[src/rtl/status_frame_uart_tx_if.sv]
// status_frame_uart_tx_if: status byte toward the transmitter, serial line and frame status back
interface status_frame_uart_tx_if;
    logic [7:0] data;
    logic       tx;
    logic       busy;
    logic       frame_done;
    modport master (output data, input tx, busy, frame_done);
    modport slave  (input data, output tx, busy, frame_done);
endinterface

[src/rtl/status_frame_uart_tx.sv]
// status_frame_uart_tx: sync-paced 8N1 status frames (header byte + DATA snapshot) on a UART line
// FRAME_CHECKSUM_EN appends a third byte, header ^ snapshot, to every frame.
module status_frame_uart_tx #(
    parameter int         CLKS_PER_BIT       = 870,
    parameter int         CLKS_PER_SYNC      = 1000,
    parameter logic [7:0] SHIFTED_START_BITS = 8'b01010000
) (
    input logic                   clk,
    input logic                   rst_n,
    status_frame_uart_tx_if.slave bus
);
`ifdef FRAME_CHECKSUM_EN
    localparam logic [1:0] LAST_BYTE = 2'd2;
`else
    localparam logic [1:0] LAST_BYTE = 2'd1;
`endif
    localparam int BW = $clog2(CLKS_PER_BIT);
    localparam int SW = $clog2(CLKS_PER_SYNC + 1);

    typedef enum logic [1:0] {IDLE, START, DATA, STOP} state_t;

    state_t          state, state_d;
    logic [SW-1:0]   sync_cnt;
    logic [BW-1:0]   clk_cnt;
    logic [2:0]      bit_idx;
    logic [1:0]      byte_idx;
    logic [7:0]      snap, cur_byte;
    logic            pending, done, tick, bit_end, frame_end, relaunch, launch;

    assign tick      = sync_cnt == SW'(CLKS_PER_SYNC - 1);
    assign bit_end   = clk_cnt == BW'(CLKS_PER_BIT - 1);
    assign frame_end = state == STOP && bit_end && byte_idx == LAST_BYTE;
    assign relaunch  = pending || tick;
    assign launch    = (state == IDLE && tick) || (frame_end && relaunch);
`ifdef FRAME_CHECKSUM_EN
    assign cur_byte  = byte_idx == 2'd0 ? SHIFTED_START_BITS :
                       byte_idx == 2'd1 ? snap : SHIFTED_START_BITS ^ snap;
`else
    assign cur_byte  = byte_idx == 2'd0 ? SHIFTED_START_BITS : snap;
`endif

    assign bus.tx         = state == START ? 1'b0 : state == DATA ? cur_byte[bit_idx] : 1'b1;
    assign bus.busy       = state != IDLE;
    assign bus.frame_done = done;

    always_ff @(posedge clk or negedge rst_n) begin
        if (!rst_n)
            state <= IDLE;
        else
            state <= state_d;
    end

    // Bytes run back to back; only the last STOP may fall to IDLE, and not if another frame is owed.
    always_comb begin
        state_d = state;
        case (state)
            IDLE:    state_d = tick ? START : IDLE;
            START:   state_d = bit_end ? DATA : START;
            DATA:    state_d = bit_end && bit_idx == 3'd7 ? STOP : DATA;
            STOP:    state_d = !bit_end ? STOP : (byte_idx != LAST_BYTE || relaunch) ? START : IDLE;
            default: state_d = IDLE;
        endcase
    end

    always_ff @(posedge clk or negedge rst_n) begin
        if (!rst_n) begin
            sync_cnt <= '0;
            clk_cnt  <= '0;
            bit_idx  <= '0;
            byte_idx <= '0;
            snap     <= '0;
            pending  <= 1'b0;
            done     <= 1'b0;
        end else begin
            sync_cnt <= tick ? '0 : sync_cnt + 1'b1;
            clk_cnt  <= (state == IDLE || bit_end) ? '0 : clk_cnt + 1'b1;
            if (state == DATA && bit_end)
                bit_idx <= bit_idx + 1'b1;
            if (state == STOP && bit_end)
                byte_idx <= frame_end ? 2'd0 : byte_idx + 1'b1;
            if (launch)
                snap <= bus.data;
            // A tick during a frame is remembered once; it is consumed by the relaunch at frame end.
            pending  <= !frame_end && (pending || (tick && state != IDLE));
            done     <= frame_end;
        end
    end
endmodule
[src/flat_wrapper.sv]
// flat-port wrapper written by rule: the top's interface ports become plain ports
module status_frame_uart_tx_flat 
#(
    parameter int         CLKS_PER_BIT       = 870,
    parameter int         CLKS_PER_SYNC      = 1000,
    parameter logic [7:0] SHIFTED_START_BITS = 8'b01010000
)
  (clk, rst_n, bus_data, bus_tx, bus_busy, bus_frame_done);
  status_frame_uart_tx_if bus_i ();
  input logic clk;
  input logic rst_n;
  input wire logic [$bits(bus_i.data)-1:0] bus_data;
  output wire logic [$bits(bus_i.tx)-1:0] bus_tx;
  output wire logic [$bits(bus_i.busy)-1:0] bus_busy;
  output wire logic [$bits(bus_i.frame_done)-1:0] bus_frame_done;
  assign bus_i.data = bus_data;
  assign bus_tx = bus_i.tx;
  assign bus_busy = bus_i.busy;
  assign bus_frame_done = bus_i.frame_done;
  status_frame_uart_tx #(.CLKS_PER_BIT(CLKS_PER_BIT), .CLKS_PER_SYNC(CLKS_PER_SYNC), .SHIFTED_START_BITS(SHIFTED_START_BITS)) u_core (.clk(clk), .rst_n(rst_n), .bus(bus_i));
endmodule
[config.mk]
export PLATFORM = sky130hd
export DESIGN_NAME = status_frame_uart_tx_flat
export DESIGN_NICKNAME = d
export VERILOG_FILES = /design/src/rtl/status_frame_uart_tx_if.sv /design/src/rtl/status_frame_uart_tx.sv /design/src/flat_wrapper.sv
export SDC_FILE = /design/constraint.sdc
export NUM_CORES = 1
export LEC_CHECK = 0
export BUFFER_PORTS_ARGS = -buffer_cell sky130_fd_sc_hd__buf_2
export CAP_MARGIN = 20
export CORE_ASPECT_RATIO = 1.5
export CORE_UTILIZATION = 53
export CTS_BUF_LIST = sky130_fd_sc_hd__clkbuf_4 sky130_fd_sc_hd__clkbuf_8 sky130_fd_sc_hd__clkbuf_16
export DETAILED_ROUTE_END_ITERATION = 8
export GPL_TIMING_DRIVEN = 0
export MAX_ROUTING_LAYER = met4
export PLACE_DENSITY = 0.74
export SYNTH_ARGS = -nofsm -noshare
export SYNTH_HDL_FRONTEND = slang
export SYNTH_SLANG_ARGS = --single-unit
[constraint.sdc]
create_clock -name clk -period 1.9 [get_ports clk]
set_input_delay 0.095 -clock clk [delete_from_list [all_inputs] [get_ports clk]]
set_output_delay 0.095 -clock clk [all_outputs]
set_load 0.02 [all_outputs]
# After elaboration in Yosys (flattened, before gate mapping)

Cells that the tools add are included.

Magnitude comparators: 1
Equal/unequal tests: 8
Shift-type cells: 0
Add/sub/neg operators: 4
Div/mod/pow operators: 0
Reductions and logical operators: 17
Bitwise gates (word level): 0
Multiplexer cells: 14
Multiply operators: 0

Operator list:

| operator                                                    | number |
|---|---|
| adder 10 x 1 -> 10 bit (second input constant)              | 2 |
| equality test 10 bit (second input constant)                | 2 |
| 2-to-1 mux 10 bit                                           | 2 |
| logical AND 1 bit                                           | 8 |
| 2-to-1 mux 8 bit                                            | 1 |
| case mux 2 bit (4 select lines)                             | 1 |
| 2-to-1 mux 1 bit                                            | 6 |
| 2-to-1 mux 2 bit                                            | 3 |
| logical OR 1 bit                                            | 5 |
| equality test 2 x 1 -> 1 bit (second input constant)        | 2 |
| equality test 2 bit (second input constant)                 | 2 |
| zero test 2 bit                                             | 2 |
| less-than comparator 3 x 4 -> 1 bit (second input constant) | 1 |
| adder 3 x 1 -> 3 bit (second input constant)                | 1 |
| binary-select mux 1 bit (select 3 bit)                      | 1 |
| equality test 3 bit (second input constant)                 | 1 |
| adder 2 x 1 -> 2 bit (second input constant)                | 1 |
| != test 2 x 1 -> 1 bit (second input constant)              | 1 |
| nonzero test 2 bit                                          | 1 |
| zero test 1 bit                                             | 1 |

Input port bits: 10
Register bits: 37
Memory bits (writable): 0
Memories kept: 0
Bits in latches: 0
ROM bits: 0

# Logic depth before layout (Yosys ltp)

Word-level depth: 6
Depth in mapped cells: 6
Mapped depth without buffers: 6

# Least setup slack after synthesis

No wires, ideal clock.

Kind: flip-flop to flip-flop
Start point: register u_core.state[1]
End point: register u_core.snap[0]
Cell stages (with the launch flop): 6
Arrival: 1924 ps
Clock period less this slack: 2049 ps
Setup slack: -149 ps
Library setup time: 125 ps
Path through: dfrtp_1 > or2_0 > buf_2 > or4_4 > a2bb2oi_4 > mux2_2

Cells in the longest elaborated chain, start to end: 5
Elaborated cells between the ends (all ways): 7
Classes of those cells: eq/ne (1); reduce/logical (6)

Ends and longest elaborated chain:

| element                         | RTL line                   | text |
|---|---|---|
| start: declaration              | status_frame_uart_tx.sv:22 | `state_t state, state_d;` |
| start signal: assignment        | status_frame_uart_tx.sv:50 | `state <= state_d;` |
| equality test 2 bit             | status_frame_uart_tx.sv:32 | `assign frame_end = state == STOP && bit_end && byte_idx == LAST_BYTE;` |
| logical AND 1 bit (2 in series) | status_frame_uart_tx.sv:32 |  |
| logical AND 1 bit               | status_frame_uart_tx.sv:34 | `assign launch = (state == IDLE && tick) \|\| (frame_end && relaunch);` |
| logical OR 1 bit *              | status_frame_uart_tx.sv:34 |  |
| end signal: assignment          | status_frame_uart_tx.sv:82 | `snap <= bus.data;` |
| end: declaration                | status_frame_uart_tx.sv:27 | `logic [7:0] snap, cur_byte;` |

Every way passes the cells marked *; elsewhere a longest branch is shown, timed or not.
A chain may end at the register's enable or synchronous reset.

# Final worst setup path

Start point: register u_core.sync_cnt[0]
End point: register u_core.snap[7]

Cells in the longest elaborated chain, start to end: 4
Elaborated cells between the ends (all ways): 5
Classes of those cells: eq/ne (1); reduce/logical (4)

Ends and longest elaborated chain:

| element                  | RTL line                   | text |
|---|---|---|
| start: declaration       | status_frame_uart_tx.sv:23 | `logic [SW-1:0] sync_cnt;` |
| start signal: assignment | status_frame_uart_tx.sv:75 | `sync_cnt <= tick ? '0 : sync_cnt + 1'b1;` |
| equality test 10 bit *   | status_frame_uart_tx.sv:30 | `assign tick = sync_cnt == SW'(CLKS_PER_SYNC - 1);` |
| logical OR 1 bit         | status_frame_uart_tx.sv:33 | `assign relaunch = pending \|\| tick;` |
| logical AND 1 bit        | status_frame_uart_tx.sv:34 |  |
| logical OR 1 bit *       | status_frame_uart_tx.sv:34 |  |

Marked as above.

==> impl_metrics.env <==
export IMPL_status="complete, but fails checks"
export IMPL_violations="negative setup slack"
export IMPL_leakagePower_nw=0.982
export IMPL_final_util_pct=67.8
export IMPL_cap_violations=0
export IMPL_yosysMostFrequentCell="dfrtp_1"
export IMPL_synth_cell_area_um2=1810
export IMPL_antenna_found_initial=0
export IMPL_cp_arrival_ns=2.17
export IMPL_yosys_top_cells_count="37 x dfrtp_1, 19 x nor2_1, 11 x mux2_2, 11 x nand3_1, 10 x nand2_1"
export IMPL_cp_max_fo=8
export IMPL_power_density_nw_per_um2=624
export IMPL_muxShareOfSynthArea_pct=9.20
export IMPL_synth_edf_count=0
export IMPL_synth_compound_area_share_pct=5.74
export IMPL_synth_top_family_by_area="simple AND/OR/NAND/NOR gates"
export IMPL_grt_pass1_vias=1312
export IMPL_wl_per_cell_um=14.9
export IMPL_async_flop_share_pct=100
export IMPL_cp_required_ns=2.07
export IMPL_start_util_pct=56.7
export IMPL_power_mw=1.35
export IMPL_synth_top_area_share_pct=51.2
export IMPL_synth_seq_area_share_pct=51.2
export IMPL_clkLatencyLatePin_ns=0.29
export IMPL_drive_above_1_share_pct=26.7
export IMPL_multi_input_area_um2=920
export IMPL_synth_simple_gate_area_share_pct=20.0
export IMPL_clkTransAtPathRegs_ns=0.08
export IMPL_dp_hpwl_um=2240
export IMPL_final_area_um2=2160
export IMPL_rows=25
export IMPL_finalWeightedCongestion=0.811
export IMPL_rsz0062_at_grt="yes"
export IMPL_tns_ns=-0.756
export IMPL_grt_pass1_wl_um=5750
export IMPL_ys_seq_elements=37
export IMPL_synth_adder_area_share_pct=4.84
export IMPL_drt_total_wl_um=3450
export IMPL_port_buffers=12
export IMPL_worst_pin_slew_ns=0.788
export IMPL_synth_xor_area_share_pct=7.75
export IMPL_numCtsBuffers=5
export IMPL_area_growth_pct=19.6
export IMPL_diodes=0
export IMPL_synthCells=161
export IMPL_dieArea_um2=3660
export IMPL_synth_flop_cell="dfrtp_1"
export IMPL_ys_types=39
export IMPL_ir_drop_uv=606
export IMPL_core_area_um2=3190
export IMPL_cts_tree="built"
export IMPL_finalCritPeriodShare_pct=105
export IMPL_period_minus_slack_ns=2.00
export IMPL_die_height_um=73.6
export IMPL_drc=0
export IMPL_fin_ws_ns=-0.101
export IMPL_netlist_top_cell_by_area="dfrtp_1"
export IMPL_grt_overflow=0
export IMPL_r2r_worst_path_cells=6
export IMPL_dr_pass1_iters=4
export IMPL_die_w_um=49.7
export IMPL_report_final_slew_viol_count=0
export IMPL_fmax_mhz=500
export IMPL_gr_usage_all_layers_pct=22.3
export IMPL_io_pins=13
export IMPL_crit_type="register to register"
export IMPL_r2r_start="u_core.sync_cnt[0]$_DFF_PN0_"
export IMPL_slew_headroom_pct=47.5
export IMPL_synth_fp_nets=178
export IMPL_cts_root_buf="clkbuf_8"
export IMPL_grt_max_degree=38
export IMPL_setup_viol=8
export IMPL_skew_ns=0.00887
export IMPL_hold_path_endpoint="u_core.snap[5]$_DFFE_PN0P_"
export IMPL_holdWs_ns=0.0375
export IMPL_fillCellCount=259
export IMPL_nets=207
export IMPL_endpoint_kind="register"
export IMPL_h_tree_depth=2
export IMPL_placed_area_um2=1920
export IMPL_holdCritStartpoint="bus_data[5]"
export IMPL_holdPathStages=2
export IMPL_synth_warnings=0
export IMPL_avgViaCountPerCell=5.56
export IMPL_cts_buffer_depth=2
export IMPL_ff_latch_area_um2=927
export IMPL_routed_via_count=1284
export IMPL_cts_sinks=37
export IMPL_hold_class="primary input to register"
export IMPL_avgSynthCellArea_um2=11.2
export IMPL_ant_nets=0
export IMPL_drt_initial_drc_count=36
export IMPL_start_kind="register"
export IMPL_final_hold_viol_count=0
export IMPL_r2r_end="u_core.snap[7]$_DFFE_PN0P_"
export IMPL_yosys_top_cells_area="dfrtp_1 51%, mux2_2 6.8%, ha_1 4.8%"
export IMPL_r2r_slack_ns=-0.10
[worst max path at each step]
| stage | slack (ns) | depth (start not counted) | endpoint | from |
|---|---|---|---|---|
| floorplan | -0.13 | 5 | u_core.snap[0]$_DFFE_PN0P_ | u_core.state[1]$_DFF_PN0_ |
| global placement | -0.26 | 5 | u_core.snap[4]$_DFFE_PN0P_ | u_core.sync_cnt[0]$_DFF_PN0_ |
| detailed placement | -0.31 | 5 | u_core.snap[2]$_DFFE_PN0P_ | u_core.sync_cnt[0]$_DFF_PN0_ |
| CTS | -0.04 | 6 | u_core.snap[2]$_DFFE_PN0P_ | u_core.sync_cnt[1]$_DFF_PN0_ |
| global route | -0.13 | 6 | u_core.snap[2]$_DFFE_PN0P_ | u_core.sync_cnt[0]$_DFF_PN0_ |
| finish | -0.10 | 6 | u_core.snap[7]$_DFFE_PN0P_ | u_core.sync_cnt[0]$_DFF_PN0_ |
[layout make-up]
type,count,share of cell area (%)
clock buffers,6,3.53
repair buffers,24,7.63
clock inverters,2,0.463
well taps,40,2.31
multi-input cells,118,42.5
inverters,4,0.694
flip-flops and latches,37,42.9
[repair_timing]
item / CTS / global route
buffers inserted: 9 / 2
hold buffers: 1 / 0
setup endpoints to repair: 8 / 23
hold endpoints to repair: 37 / 0
resized for setup: 14 / 2
pin swaps: 7 / 3
[logic make-up after synthesis]
group / count (synthesis)
and+or+nand+nor: 68
AOI/OAI and AO/OA: 13
adders and majority gates: 7
xor gates and xnor gates: 16
buffers and inverters: 6
muxes: 14
DFF: 37
[registers in the layout (all words and copies together), names as in the netlist]
signal and count:
u_core.bit_idx 3, u_core.pending 1, u_core.byte_idx 2, u_core.state 2
u_core.clk_cnt 10, u_core.snap 8, u_core.sync_cnt 10, u_core.bus.frame_done 1
[stage by stage]
step,std cells,setup WS (ns)
after global placement,213,-0.263
after floorplan,161,-0.133
final,231,-0.101
after global routing,231,-0.129
after detailed placement,213,-0.308
after CTS,229,-0.0448
[routing by layer]
layer	GRT usage [%]	part of all wire [%]	vias up
li1	-	-	622
met1	22.9	39	632
met2	39.8	56	23
met3	5.59	3.0	7
met4	9.52	2.3	0
met5	-	0	-
[report_power, final]
group	internal, mW	switching, mW
combinational	0.00808	0.0166
sequential	0.787	0
clock	0.268	0.271
[layout by cell type (no fill, tap or decap), types with 3 or more instances in the layout]
cell | synthesis | layout
dfrtp_1 | 37 | 36
nor2_1 | 19 | 19
buf_2 | 1 | 12
nand3_1 | 11 | 11
nand2_1 | 10 | 10
buf_4 | 0 | 10
xor2_1 | 9 | 9
mux2_4 | 0 | 8
xnor2_1 | 7 | 7
ha_1 | 7 | 6
nand4_1 | 5 | 5
clkbuf_8 | 0 | 5
inv_1 | 4 | 4
and3_1 | 4 | 4
o21ai_0 | 3 | 3
mux2_2 | 11 | 3
[critical path, stage by stage, from the launching register on]
cell and delay, ns:
dfrtp_1 0.41, ha_4 0.15, nand4_1 0.12, or4_4 0.56, a2bb2oi_4 0.17, buf_12 0.15
mux2_4 0.30
Note: power is estimated with default switching activity, not from simulation.
